--- config.mk ---
export PLATFORM = sky130hd
export DESIGN_NAME = div_unit
export DESIGN_NICKNAME = d
export VERILOG_FILES = /design/src/rtl/div_unit.sv
export SDC_FILE = /design/constraint.sdc
export NUM_CORES = 1
export LEC_CHECK = 0
export CAP_MARGIN = 20
export CORE_UTILIZATION = 48
export CTS_CLUSTER_SIZE = 8
export DETAILED_ROUTE_END_ITERATION = 10
export MAX_ROUTING_LAYER = met4
export PLACE_DENSITY = 0.68
export SLEW_MARGIN = 20
export SYNTH_ARGS = -nofsm -noshare
export SYNTH_HDL_FRONTEND = slang
export SYNTH_SLANG_ARGS = --single-unit
--- constraint.sdc ---
create_clock -name clk_i -period 3.8 [get_ports clk_i]
set_input_delay 0.57 -clock clk_i [delete_from_list [all_inputs] [get_ports clk_i]]
set_output_delay 0.57 -clock clk_i [all_outputs]
set_load 0.02 [all_outputs]
--- src/rtl/div_unit.sv ---
// Multi-cycle 32-bit RISC-V M divider (DIV/DIVU/REM/REMU) using restoring shift-subtract.
// Optional macro DIV_FAST_SPECIAL_EN finishes divide-by-zero and signed overflow in one cycle.
module div_unit #(
   parameter int WIDTH = 32
) (
   input  logic             clk_i,
   input  logic             rst_i,
   input  logic             start_i,
   input  logic [1:0]       op_i,
   input  logic [WIDTH-1:0] a_i,
   input  logic [WIDTH-1:0] b_i,
   output logic             busy_o,
   output logic             done_o,
   output logic [WIDTH-1:0] r_o,
   output logic             zero_o
);

   typedef enum logic [1:0] {IDLE, RUN, DONE} state_t;

   localparam logic [WIDTH-1:0] ONE = WIDTH'(1);

   state_t           state_q;
   logic [5:0]       cnt_q;
   logic             isRem_q, negQ_q, negR_q, divZero_q;
   logic [WIDTH-1:0] a_q, bMag_q, rem_q, quo_q, r_q;
   logic             busy_q, done_q, zero_q;

   logic             isSigned, aNeg, bNeg;
   logic [WIDTH-1:0] aMag, bMag;
   logic [WIDTH:0]   remShift;
   logic [WIDTH-1:0] diffLo, stepRem_d, stepQuo_d, quoFix, remFix, result_d;
   logic             ge;

   always_comb begin
      isSigned = ~op_i[0];
      aNeg     = isSigned & a_i[WIDTH-1];
      bNeg     = isSigned & b_i[WIDTH-1];
      // -(2^31) negates back to 0x80000000, which is the correct unsigned magnitude
      aMag     = aNeg ? (~a_i + ONE) : a_i;
      bMag     = bNeg ? (~b_i + ONE) : b_i;

      remShift  = {rem_q, quo_q[WIDTH-1]};
      diffLo    = remShift[WIDTH-1:0] - bMag_q;
      ge        = remShift[WIDTH] | (remShift[WIDTH-1:0] >= bMag_q);
      stepRem_d = ge ? diffLo : remShift[WIDTH-1:0];
      stepQuo_d = {quo_q[WIDTH-2:0], ge};

      quoFix = negQ_q ? (~quo_q + ONE) : quo_q;
      remFix = negR_q ? (~rem_q + ONE) : rem_q;
      if (divZero_q)
         result_d = isRem_q ? a_q : '1;
      else
         result_d = isRem_q ? remFix : quoFix;
   end

`ifdef DIV_FAST_SPECIAL_EN
   logic             fastDivZero, fastOvf, fastHit;
   logic [WIDTH-1:0] fastRes;

   always_comb begin
      fastDivZero = (b_i == '0);
      fastOvf     = isSigned && (a_i == {1'b1, {(WIDTH-1){1'b0}}}) && (b_i == '1);
      fastHit     = fastDivZero | fastOvf;
      if (fastDivZero)
         fastRes = op_i[1] ? a_i : '1;
      else
         fastRes = op_i[1] ? '0 : {1'b1, {(WIDTH-1){1'b0}}};
   end
`endif

   // DONE behaves like IDLE for start acceptance so back-to-back requests are taken
   always_ff @(posedge clk_i) begin
      if (rst_i) begin
         state_q   <= IDLE;
         cnt_q     <= '0;
         isRem_q   <= 1'b0;
         negQ_q    <= 1'b0;
         negR_q    <= 1'b0;
         divZero_q <= 1'b0;
         a_q       <= '0;
         bMag_q    <= '0;
         rem_q     <= '0;
         quo_q     <= '0;
         r_q       <= '0;
         busy_q    <= 1'b0;
         done_q    <= 1'b0;
         zero_q    <= 1'b1;
      end else begin
         done_q <= 1'b0;
         case (state_q)
            RUN: begin
               if (cnt_q == 6'd32) begin
                  r_q     <= result_d;
                  zero_q  <= (result_d == '0);
                  done_q  <= 1'b1;
                  busy_q  <= 1'b0;
                  state_q <= DONE;
               end else begin
                  rem_q <= stepRem_d;
                  quo_q <= stepQuo_d;
                  cnt_q <= cnt_q + 6'd1;
               end
            end
            default: begin
               if (start_i) begin
                  isRem_q   <= op_i[1];
                  negQ_q    <= aNeg ^ bNeg;
                  negR_q    <= aNeg;
                  divZero_q <= (b_i == '0);
                  a_q       <= a_i;
                  bMag_q    <= bMag;
                  rem_q     <= '0;
                  quo_q     <= aMag;
                  cnt_q     <= '0;
`ifdef DIV_FAST_SPECIAL_EN
                  if (fastHit) begin
                     r_q     <= fastRes;
                     zero_q  <= (fastRes == '0);
                     done_q  <= 1'b1;
                     state_q <= DONE;
                  end else begin
                     busy_q  <= 1'b1;
                     state_q <= RUN;
                  end
`else
                  busy_q  <= 1'b1;
                  state_q <= RUN;
`endif
               end else begin
                  state_q <= IDLE;
               end
            end
         endcase
      end
   end

   assign busy_o = busy_q;
   assign done_o = done_q;
   assign r_o    = r_q;
   assign zero_o = zero_q;

endmodule

==> summary.md <==
| Metric | Value |
|---|---|
| Status | `finished clean` |
| DP HPWL | `28.32 mm` |
| DRC violations left | `0` |
| Top FF cell, synth | `dfxtp_1` |
| Most Crowded Layer GR | `met1` |
| VDD IR max | `222.4 µV` |
| Leak pwr | `5.154 nW` |
| Seq/Total Area, Yosys | `0.2941` |
| Die Ht | `around 160 µm` |
| Endpoint class of the critical path | `flop` |
| Fillers | `about 2300` |
| CTS resizes | `0` |
| Post-CTS Hold Buffers | `0` |
| Clock Sinks | `approximately 180` |
| # Max-Cap Violations | `0` |
| Top Ports | `104` |
| Post-Route WL | `around 38 mm` |
| Final cycle utilization of the critical path | `0.9246` |
| Final hold vios | `0` |
| PwrDens | `355.1 nW/µm²` |
| TritonCTS Buffers | `17` |
| Slew headroom | `0.4658` |
| FMAX | `0.2846 GHz` |
| Die ar. | `25450 µm²` |
| Non-Filler Instances | `2011` |
| Gate Count Post-Synth | `around 1600` |
| Worst Path Required | `4.13 ns` |
| Die W | `159.5 µm` |
| Router iterations before antenna repair | `5` |
| Post-DR vias/cell | `~6` |
| Largest net degree at the start of global routing | `between 70 and 80` |
| Area Overhead vs Synth | `15.96%` |
| Most used cell along the critical path | `or4_4` |
| Slowest cell on crit path | `or4_4` |
| Iter 0 DRT Violations | `1136` |
| Slew Viols, Final | `0` |
| Final nets | `1782` |
| Shortest clock period the worst path allows after layout | `3.514 ns` |
| Worst Max-Slew Pin Slew | `0.8012 ns` |
| Global Route Usage Sum | `0.3093` |
| Hold WC Path Type | `flop to flop` |
| Grt met1 use | `0.4460` |
| Global-route wire length before repair | `60.90 mm` |
| Count of cell types in the netlist | `70` |
| Worst Skew | `0.01302 ns` |
| Met3 Usage GRT | `0.06825` |
| Cell Area, Synth | `11910 µm²` |
| Routability Congestion | `0.9291` |
| TritonCTS clock tree | `yes` |
| Root buf cell | `clkbuf_16` |
| PortBufs | `103` |
| Average cell area after synthesis | `7.359 µm²` |
| ANT cells | `0` |
| Unrepaired setup endpoints after global routing | `no` |
| Number of flops mapped to enable cells by yosys | `0` |
| Worst Setup Path Type | `flop to flop` |
| Layout cells sized above 1 | `0.06580` |
| CP Launch Type | `flop` |
| Sequential cell area | `between 3000 and 4000 µm²` |
| # rows | `57` |
| Maximum fanout along the worst path | `12` |
| Async S/R FF share, synth | `0` |
| CP Data Arrival Time | `3.85 ns` |
| Clk buf depth | `2` |
| Wire per inst | `19.07 µm` |
| Net Count, Synth | `1727` |
| Synthesis Warnings | `0` |
| Initial antenna violation count | `0` |
| Sum of negative setup slack | `0 ns` |
| Postcts setup bufs | `0` |
| Number of synthesized register bits | `175` |
| Worst skew pair latency | `0.44 ns` |
| Antenna Nets Post-Route | `0` |
| Via count | `12256` |
| Placed Instances | `between 1500 and 2000` |
| H-tree Lvls | `4` |
| Cell Chain, Critical Path | `or4_4, or4_4, or3_1, nand2_1, xor2_1, a221oi_1, nand4bb_1, nor3_2, a221o_1` |
| Clock slew at reported path FFs | `0.07 ns` |
| Global route overflow | `0` |
| Initial Utilization | `0.4899` |
| Core area | `24320 µm²` |
| Vias in the first global route | `about 11000` |
| Multi-input logic area | `slightly below 8000 µm²` |
| Critical path's largest stage delay | `0.60 ns` |
| Global Route met2 Usage | `0.4335` |
| Final setup viols | `0` |
| Tot Pwr | `4.906 mW` |
[stage by stage]
stage | util | hold WS, ns | instance area [µm²] | worst slack (ns)
6_report | 0.5681 | 0.4550 | 13820 | 0.2865
5_1_grt | 0.5681 | 0.4740 | 13820 | 0.1781
4_1_cts | 0.5679 | 0.4564 | 13810 | 0.3669
3_5_place_dp | 0.5452 | 0.4465 | 13260 | 0.2143
3_3_place_gp | 0.5452 | 0.4420 | 13260 | 0.2924
2_1_floorplan | - | 0.4316 | 11910 | 0.6820
[kinds of logic after synthesis]
kind of cell    Yosys count  share of synthesized area
compound gates          490                     0.2661
fa+ha+maj                39                    0.04159
xor+xnor                116                    0.08528
mux                      24                    0.02027
buf+inv                 168                    0.05524
simple gates            607                     0.2375
flops                   175                     0.2941
[critical path: cells and delay by family, from the launching register on]
kind / cells / cell delay [ns]
AOI/OAI and AO/OA: 2 / 0.88
and+or+nand+nor: 6 / 2.05
DFF: 1 / 0.41
xor gates and xnor gates: 1 / 0.07
[cell usage in the layout (no fill, tap or decap), types with 17 or more instances in the layout]
cell type and count:
o211ai_1 64, dfxtp_1 175, o41ai_1 20, o21ai_0 76, xor2_1 66, nor3_1 35, o31ai_1 28, nand2_1 227
a21oi_1 157, nor4_1 18, clkbuf_16 17, ha_1 38, nand3_1 19, mux2i_1 23, nand2b_1 18, xnor2_1 50
buf_4 47, or3_1 30, clkdlybuf4s50_1 102, inv_1 54, a211oi_1 43, nor2_1 169
[worst paths after layout]
check	from	endpoint	slack, ns	cells after the start
max reg2reg	rem_q[14]$_SDFFE_PP0P_	zero_o$_SDFFE_PP1P_	0.29	9
min	r_o[4]$_SDFFE_PP0P_	r_o[4]$_SDFFE_PP0P_	0.45	2
max	rem_q[14]$_SDFFE_PP0P_	zero_o$_SDFFE_PP1P_	0.29	9
min reg2reg	r_o[4]$_SDFFE_PP0P_	r_o[4]$_SDFFE_PP0P_	0.45	2
[where the power goes]
| group | internal (mW) | switching [mW] | leakage, nW |
|---|---|---|---|
| logic | 0.458 | 0.697 | 3.46 |
| clock network | 0.862 | 0.850 | 0.264 |
| registers | 1.93 | 0.114 | 1.43 |
| total | 3.25 | 1.66 | 5.15 |
[state kept, by name (all words and copies together), names as in the netlist]
name and count:
a_q 32, bMag_q 32, quo_q 32, r_o 32, rem_q 32, cnt_q 6, state_q 2, busy_o 1
divZero_q 1, done_o 1, isRem_q 1, negQ_q 1, negR_q 1, zero_o 1
[routing by layer]
metal | share of wire | routed length (µm)
met1 | 0.48 | 18320
met2 | 0.42 | 15940
met3 | 0.091 | 3495
met4 | 0.016 | 601
met5 | 0 | 0
[cell type report]
cell class	instances	share of cell area
repair buffers	149	0.09944
clock buffers	18	0.03106
clock inverters	14	0.008875
multi-input cells	1276	0.5628
inverters	55	0.01494
flip-flops and latches	175	0.2536
well taps	324	0.02934
[synthesized netlist by cell type (9+ instances only)]
library cell	number	area share
clkbuf_1	98	0.031
nand3_1	19	0.0080
nand4_1	10	0.0053
o31ai_1	28	0.018
a21o_1	14	0.0088
nor4_1	18	0.0095
o41ai_1	20	0.015
o21ai_0	76	0.032
a21oi_1	158	0.066
nand2_1	227	0.072
mux2i_1	23	0.019
xnor2_1	50	0.037
o22ai_1	9	0.0047
or3_1	30	0.016
nand2b_1	19	0.010
nor3_1	36	0.015
and3_1	11	0.0058
dfxtp_1	175	0.29
a311oi_1	9	0.0066
nor2_1	171	0.054
nor2b_1	16	0.0084
o211ai_1	64	0.040
or2_2	11	0.0058
a31oi_1	9	0.0047
ha_1	38	0.040
a211oi_1	43	0.027
inv_1	54	0.017
xor2_1	66	0.049
(Power assumes the default switching activity.)
